**config.mk**
```make
export PLATFORM = sky130hd
export DESIGN_NAME = alu_cmd_sequencer
export DESIGN_NICKNAME = d
export VERILOG_FILES = /design/src/rtl/alu_cmd_sequencer.sv
export SDC_FILE = /design/constraint.sdc
export NUM_CORES = 1
export LEC_CHECK = 0
export CAP_MARGIN = 20
export CORE_ASPECT_RATIO = 1.5
export CORE_MARGIN = 2
export CORE_UTILIZATION = 45
export DETAILED_ROUTE_END_ITERATION = 16
export PLACE_DENSITY = 0.71
export SLEW_MARGIN = 20
export SYNTH_ARGS = -nofsm -noshare
export SYNTH_HDL_FRONTEND = slang
export SYNTH_SLANG_ARGS = --single-unit
```
**constraint.sdc**
```tcl
create_clock -name clk -period 2.8 [get_ports clk]
set_input_delay 0.56 -clock clk [delete_from_list [all_inputs] [get_ports clk]]
set_output_delay 0.56 -clock clk [all_outputs]
set_load 0.005 [all_outputs]
```
**src/rtl/alu_cmd_sequencer.sv**
```systemverilog
// rtl/alu_cmd_sequencer.sv - command FIFO and sequencer driving a combinational ALU
module alu_cmd_sequencer #(
    parameter int DATA_W     = 16,
    parameter int RES_W      = 32,
    parameter int SETTLE     = 1,
    parameter int FIFO_DEPTH = 4
) (
    input  logic              clk,
    input  logic              rst_n,
    input  logic              cmd_valid,
    output logic              cmd_ready,
    input  logic [DATA_W-1:0] cmd_a,
    input  logic [DATA_W-1:0] cmd_b,
    input  logic [3:0]        cmd_op,
    output logic [DATA_W-1:0] alu_a,
    output logic [DATA_W-1:0] alu_b,
    output logic [3:0]        alu_op,
    input  logic [RES_W-1:0]  alu_result,
    input  logic [1:0]        alu_error,
    output logic              rsp_valid,
    input  logic              rsp_ready,
    output logic [RES_W-1:0]  rsp_result,
    output logic [1:0]        rsp_error,
    output logic [3:0]        rsp_op,
    output logic [7:0]        err_count,
    output logic              busy
);

    localparam int PTR_W = (FIFO_DEPTH > 1) ? $clog2(FIFO_DEPTH) : 1;
    localparam int CNT_W = $clog2(FIFO_DEPTH + 1);
    localparam int SET_W = (SETTLE > 1) ? $clog2(SETTLE + 1) : 1;

    typedef enum logic [1:0] {
        S_IDLE,
        S_SETTLE,
        S_RESP
    } state_t;

    state_t              r_state;
    logic [SET_W-1:0]    r_settle;
    logic [DATA_W-1:0]   r_alu_a;
    logic [DATA_W-1:0]   r_alu_b;
    logic [3:0]          r_alu_op;
    logic                r_rsp_valid;
    logic [RES_W-1:0]    r_rsp_result;
    logic [1:0]          r_rsp_error;
    logic [3:0]          r_rsp_op;
    logic [7:0]          r_err_count;

    logic [DATA_W-1:0]   r_fifo_a  [FIFO_DEPTH];
    logic [DATA_W-1:0]   r_fifo_b  [FIFO_DEPTH];
    logic [3:0]          r_fifo_op [FIFO_DEPTH];
    logic [PTR_W-1:0]    r_wr_ptr;
    logic [PTR_W-1:0]    r_rd_ptr;
    logic [CNT_W-1:0]    r_count;

    logic                w_full;
    logic                w_empty;
    logic                w_push;
    logic                w_pop;
    logic [DATA_W-1:0]   w_head_a;
    logic [DATA_W-1:0]   w_head_b;
    logic [3:0]          w_head_op;
    logic                w_head_legal;
    logic [7:0]          w_err_inc;

    assign w_full    = (r_count == CNT_W'(FIFO_DEPTH));
    assign w_empty   = (r_count == '0);
    assign w_push    = cmd_valid & ~w_full;
    assign w_pop     = (r_state == S_IDLE) & ~w_empty;
    assign w_head_a  = r_fifo_a[r_rd_ptr];
    assign w_head_b  = r_fifo_b[r_rd_ptr];
    assign w_head_op = r_fifo_op[r_rd_ptr];

    // add, sub, mul, div, mod occupy the contiguous range 4..8
    assign w_head_legal = (w_head_op >= 4'h4) && (w_head_op <= 4'h8);
    assign w_err_inc    = (r_err_count == 8'hFF) ? r_err_count : r_err_count + 8'd1;

    always_ff @(posedge clk) begin
        if (w_push) begin
            r_fifo_a[r_wr_ptr]  <= cmd_a;
            r_fifo_b[r_wr_ptr]  <= cmd_b;
            r_fifo_op[r_wr_ptr] <= cmd_op;
        end
    end

    always_ff @(posedge clk or negedge rst_n) begin
        if (!rst_n) begin
            r_wr_ptr <= '0;
            r_rd_ptr <= '0;
            r_count  <= '0;
        end else begin
            if (w_push) begin
                r_wr_ptr <= (r_wr_ptr == PTR_W'(FIFO_DEPTH - 1)) ? '0 : r_wr_ptr + PTR_W'(1);
            end
            if (w_pop) begin
                r_rd_ptr <= (r_rd_ptr == PTR_W'(FIFO_DEPTH - 1)) ? '0 : r_rd_ptr + PTR_W'(1);
            end
            case ({w_push, w_pop})
                2'b10:   r_count <= r_count + CNT_W'(1);
                2'b01:   r_count <= r_count - CNT_W'(1);
                default: r_count <= r_count;
            endcase
        end
    end

    always_ff @(posedge clk or negedge rst_n) begin
        if (!rst_n) begin
            r_state      <= S_IDLE;
            r_settle     <= '0;
            r_alu_a      <= '0;
            r_alu_b      <= '0;
            r_alu_op     <= '0;
            r_rsp_valid  <= 1'b0;
            r_rsp_result <= '0;
            r_rsp_error  <= '0;
            r_rsp_op     <= '0;
            r_err_count  <= '0;
        end else begin
            case (r_state)
                S_IDLE: begin
                    if (w_pop) begin
                        if (w_head_legal) begin
                            r_alu_a  <= w_head_a;
                            r_alu_b  <= w_head_b;
                            r_alu_op <= w_head_op;
                            r_settle <= SET_W'(SETTLE);
                            r_state  <= S_SETTLE;
                        end else begin
                            // illegal opcodes never reach the ALU pins
                            r_rsp_result <= '0;
                            r_rsp_error  <= 2'b11;
                            r_rsp_op     <= w_head_op;
                            r_rsp_valid  <= 1'b1;
                            r_err_count  <= w_err_inc;
                            r_state      <= S_RESP;
                        end
                    end
                end
                S_SETTLE: begin
                    r_settle <= r_settle - SET_W'(1);
                    if (r_settle == SET_W'(1)) begin
                        r_rsp_result <= alu_result;
                        r_rsp_error  <= alu_error;
                        r_rsp_op     <= r_alu_op;
                        r_rsp_valid  <= 1'b1;
                        if (alu_error != 2'b00) begin
                            r_err_count <= w_err_inc;
                        end
                        r_state <= S_RESP;
                    end
                end
                S_RESP: begin
                    if (rsp_ready) begin
                        r_rsp_valid <= 1'b0;
                        r_state     <= S_IDLE;
                    end
                end
                default: r_state <= S_IDLE;
            endcase
        end
    end

    assign cmd_ready  = ~w_full;
    assign alu_a      = r_alu_a;
    assign alu_b      = r_alu_b;
    assign alu_op     = r_alu_op;
    assign rsp_valid  = r_rsp_valid;
    assign rsp_result = r_rsp_result;
    assign rsp_error  = r_rsp_error;
    assign rsp_op     = r_rsp_op;
    assign err_count  = r_err_count;
    assign busy       = (r_state != S_IDLE) | ~w_empty;

endmodule

```
==> impl_metrics.ini <==
[global_routing]
grt_antenna_before_repair = 1
met1_usage_pct = 20.3
globalRouteOverflowTotal = 0
grt_pass1_vias = 5191
grt_max_degree = 52
met3_usage_pct = 3.32
use_met2_pct = 30.1
grt_pass1_wl_um = 27900
track_usage_pct = 16.9
gr-max-usage-layer = met2

[drt]
wl_um = 17800
via_per_inst = 5.23
routedWlPerCell_um = 19.5
ant_nets = 0
routed-via-count = 4788
dr.pass1.iters = 5
drtIter0Drc = 206
drc = 0

[clocking]
clockBufferDepth = 3
clock-sinks = 237
clk_latency_ns = 0.49
tritoncts = built
cts_root_buffer = clkbuf_16
cts_resized = 0
cts_hold_buf = 0
htree_levels = 1
numCtsBuffers = 22
cts_setup_buffers = 0
path_clk_slew_ns = 0.06

[die]
dieWidth_um = 120
core.rowCount = 63
dieHeight_um = 178
coreArea_sq_um = 19800
die_area_sq_um = 21400
start_util_pct = 46.0
ios = 159

[place]
dpl.hpwl_um = 11500
gp_congestion = 0.763
portBuffers = 158

[critical_path]
endpoint_kind = flip-flop
worst_path_max_delay_cell = or4b_4
crit_family = multiplexers
cp-start-kind = flip-flop
path_cells = mux4_2 -> or4b_4 -> a21o_2 -> buf_12 -> mux2_4
critPathRequiredTime_ns = 3.17
crit_arrival_ns = 2.92
cpPeakStageDelay_ns = 0.60
path_max_fanout = 35
critPathKind = reg -> reg
cp_num_buf_inv = 1

[timing]
final.period_utilization_pct = 91.0
hold-worst-slack_ns = 0.0916
maxSlewViolCount = 0
finalCriticalPeriod_ns = 2.55
max_slew_margin_pct = 59.4
timing.final.hold_violations = 0
setup_violations = 0
fin_skew_ns = 0.00623
rsz0062_at_grt = false
setup-tns-final_ns = 0
worst_slew_pin_slew_ns = 0.608
max_freq_mhz = 392

[synth]
synth_seq_cells = 237
syn_inst = 463
async_reset_ff_share_pct = 39.2
synth_area_sq_um = 9100
synth_edf_count = 144
synth.yosys.warnings = 0
ys_types = 40
seq_area_frac_synth_pct = 73.1
synthFlopType = edfxtp_1
synth_area_per_cell_sq_um = 19.7
synth_nets = 545

[cells_and_area]
final_cell_mix = clkdlybuf4s50_1, edfxtp_1, dfrtp_1
fillerInstances = 1460
drive_gt1_share_pct = 20.2
layout.nets = 720
area_growth_syn_to_layout_pct = 29.2
mostFrequentLayoutCell = clkdlybuf4s50_1

[power]
ir_drop_uv = 473
power_mw = 12.9
leakage_nw = 4.50
cellPowerDensity_nw_per_um2 = 1090

[outcome]
status = complete, no violations

[worst_hold_path]
hp-class = in -> async

[run]
cap_violations = 0
-- metal layers --
metal,vias up,share of wire (%)
met5,-,0
met4,0,2.8
met3,29,6.0
met2,157,52
met1,2436,39
li1,2166,-
-- synth_stat cells (all sizes together), types with 3 or more instances --
cell	number	area [sq um]
mux2	43	593
o21ai	4	20.0
nand2	9	33.8
a21oi	3	26.3
a21o	3	22.5
dfrtp	93	2330
and3	4	25.0
nand2b	3	18.8
nor4	3	18.8
nor2	7	26.3
nand3	4	20.0
nor3	6	30.0
clkbuf	9	33.8
buf	11	96.4
ha	7	87.6
inv	12	45.0
mux4	36	811
a22o	32	280
xor2	9	78.8
edfxtp	144	4320
-- worst register-to-register path, cell delays in order (launching register included) --
cell and delay (ns):
dfrtp_2 0.45, mux4_2 0.58, or4b_4 0.60, a21o_2 0.26, buf_12 0.21, mux2_4 0.33
-- path summary, 6_finish.rpt --
kind                                endpoint  depth (start not counted)  slack (ns)   startpoint
worst max-delay path                alu_a[7]                          5        0.25  r_rd_ptr[0]
worst min-delay path            err_count[2]                          1        0.09        rst_n
worst max register to register      alu_a[7]                          5        0.25  r_rd_ptr[0]
worst min register to register     rsp_op[0]                          1        0.49    rsp_op[0]
max in group asynchronous          alu_a[11]                          2        2.01        rst_n
min in group clk                   rsp_op[0]                          1        0.49    rsp_op[0]
-- cell families (layout without fill, tap and decap cells) --
kind of cell,Yosys count,in the layout,synth area share (%)
DFF,237,237,73.1
xor gates and xnor gates,10,10,0.963
other,0,1,0
adders and majority gates,8,8,1.18
AOI/OAI and AO/OA,50,50,4.50
buffers and inverters,32,223,1.93
muxes,80,80,15.5
and+or+nand+nor,46,46,2.79
-- stage by stage --
| stage | utilization (%) | cell area (sq um) | instances | setup slack, ns |
|---|---|---|---|---|
| after global placement | 55.9 | 11100 | 874 | 0.307 |
| final | 59.4 | 11800 | 915 | 0.252 |
| after global routing | 59.4 | 11800 | 915 | 0.202 |
| after CTS | 59.4 | 11800 | 914 | 0.233 |
| after floorplan | - | 9100 | 463 | 0.192 |
| after detailed placement | 55.9 | 11100 | 874 | 0.245 |
-- state kept, by name (all words and copies together) (netlist names), 3 cells and up --
register / cells
alu_a: 16
alu_b: 16
alu_op: 4
err_count: 8
r_count: 3
r_fifo_a: 64
r_fifo_b: 64
r_fifo_op: 16
rsp_op: 4
rsp_result: 32
-- layout make-up --
type                       count  area (sq um)  area share (%)
inverter                      12          45.0           0.383
clock buffer                  35           661            5.62
multi-input combinational    194          2280            19.4
antenna                        1          2.50          0.0213
sequential                   237          6650            56.6
timing repair buffer         171          1760            15.0
tap                          260           325            2.77
clock inverter                 5          26.3           0.223
-- power by group --
part           leakage [nW]  internal, mW  switching [mW]
registers              2.47          4.82           0.593
logic                  1.69          2.79            1.87
clock network         0.342          1.62            1.18
total                  4.50          9.23            3.65
(Power assumes the default switching activity.)
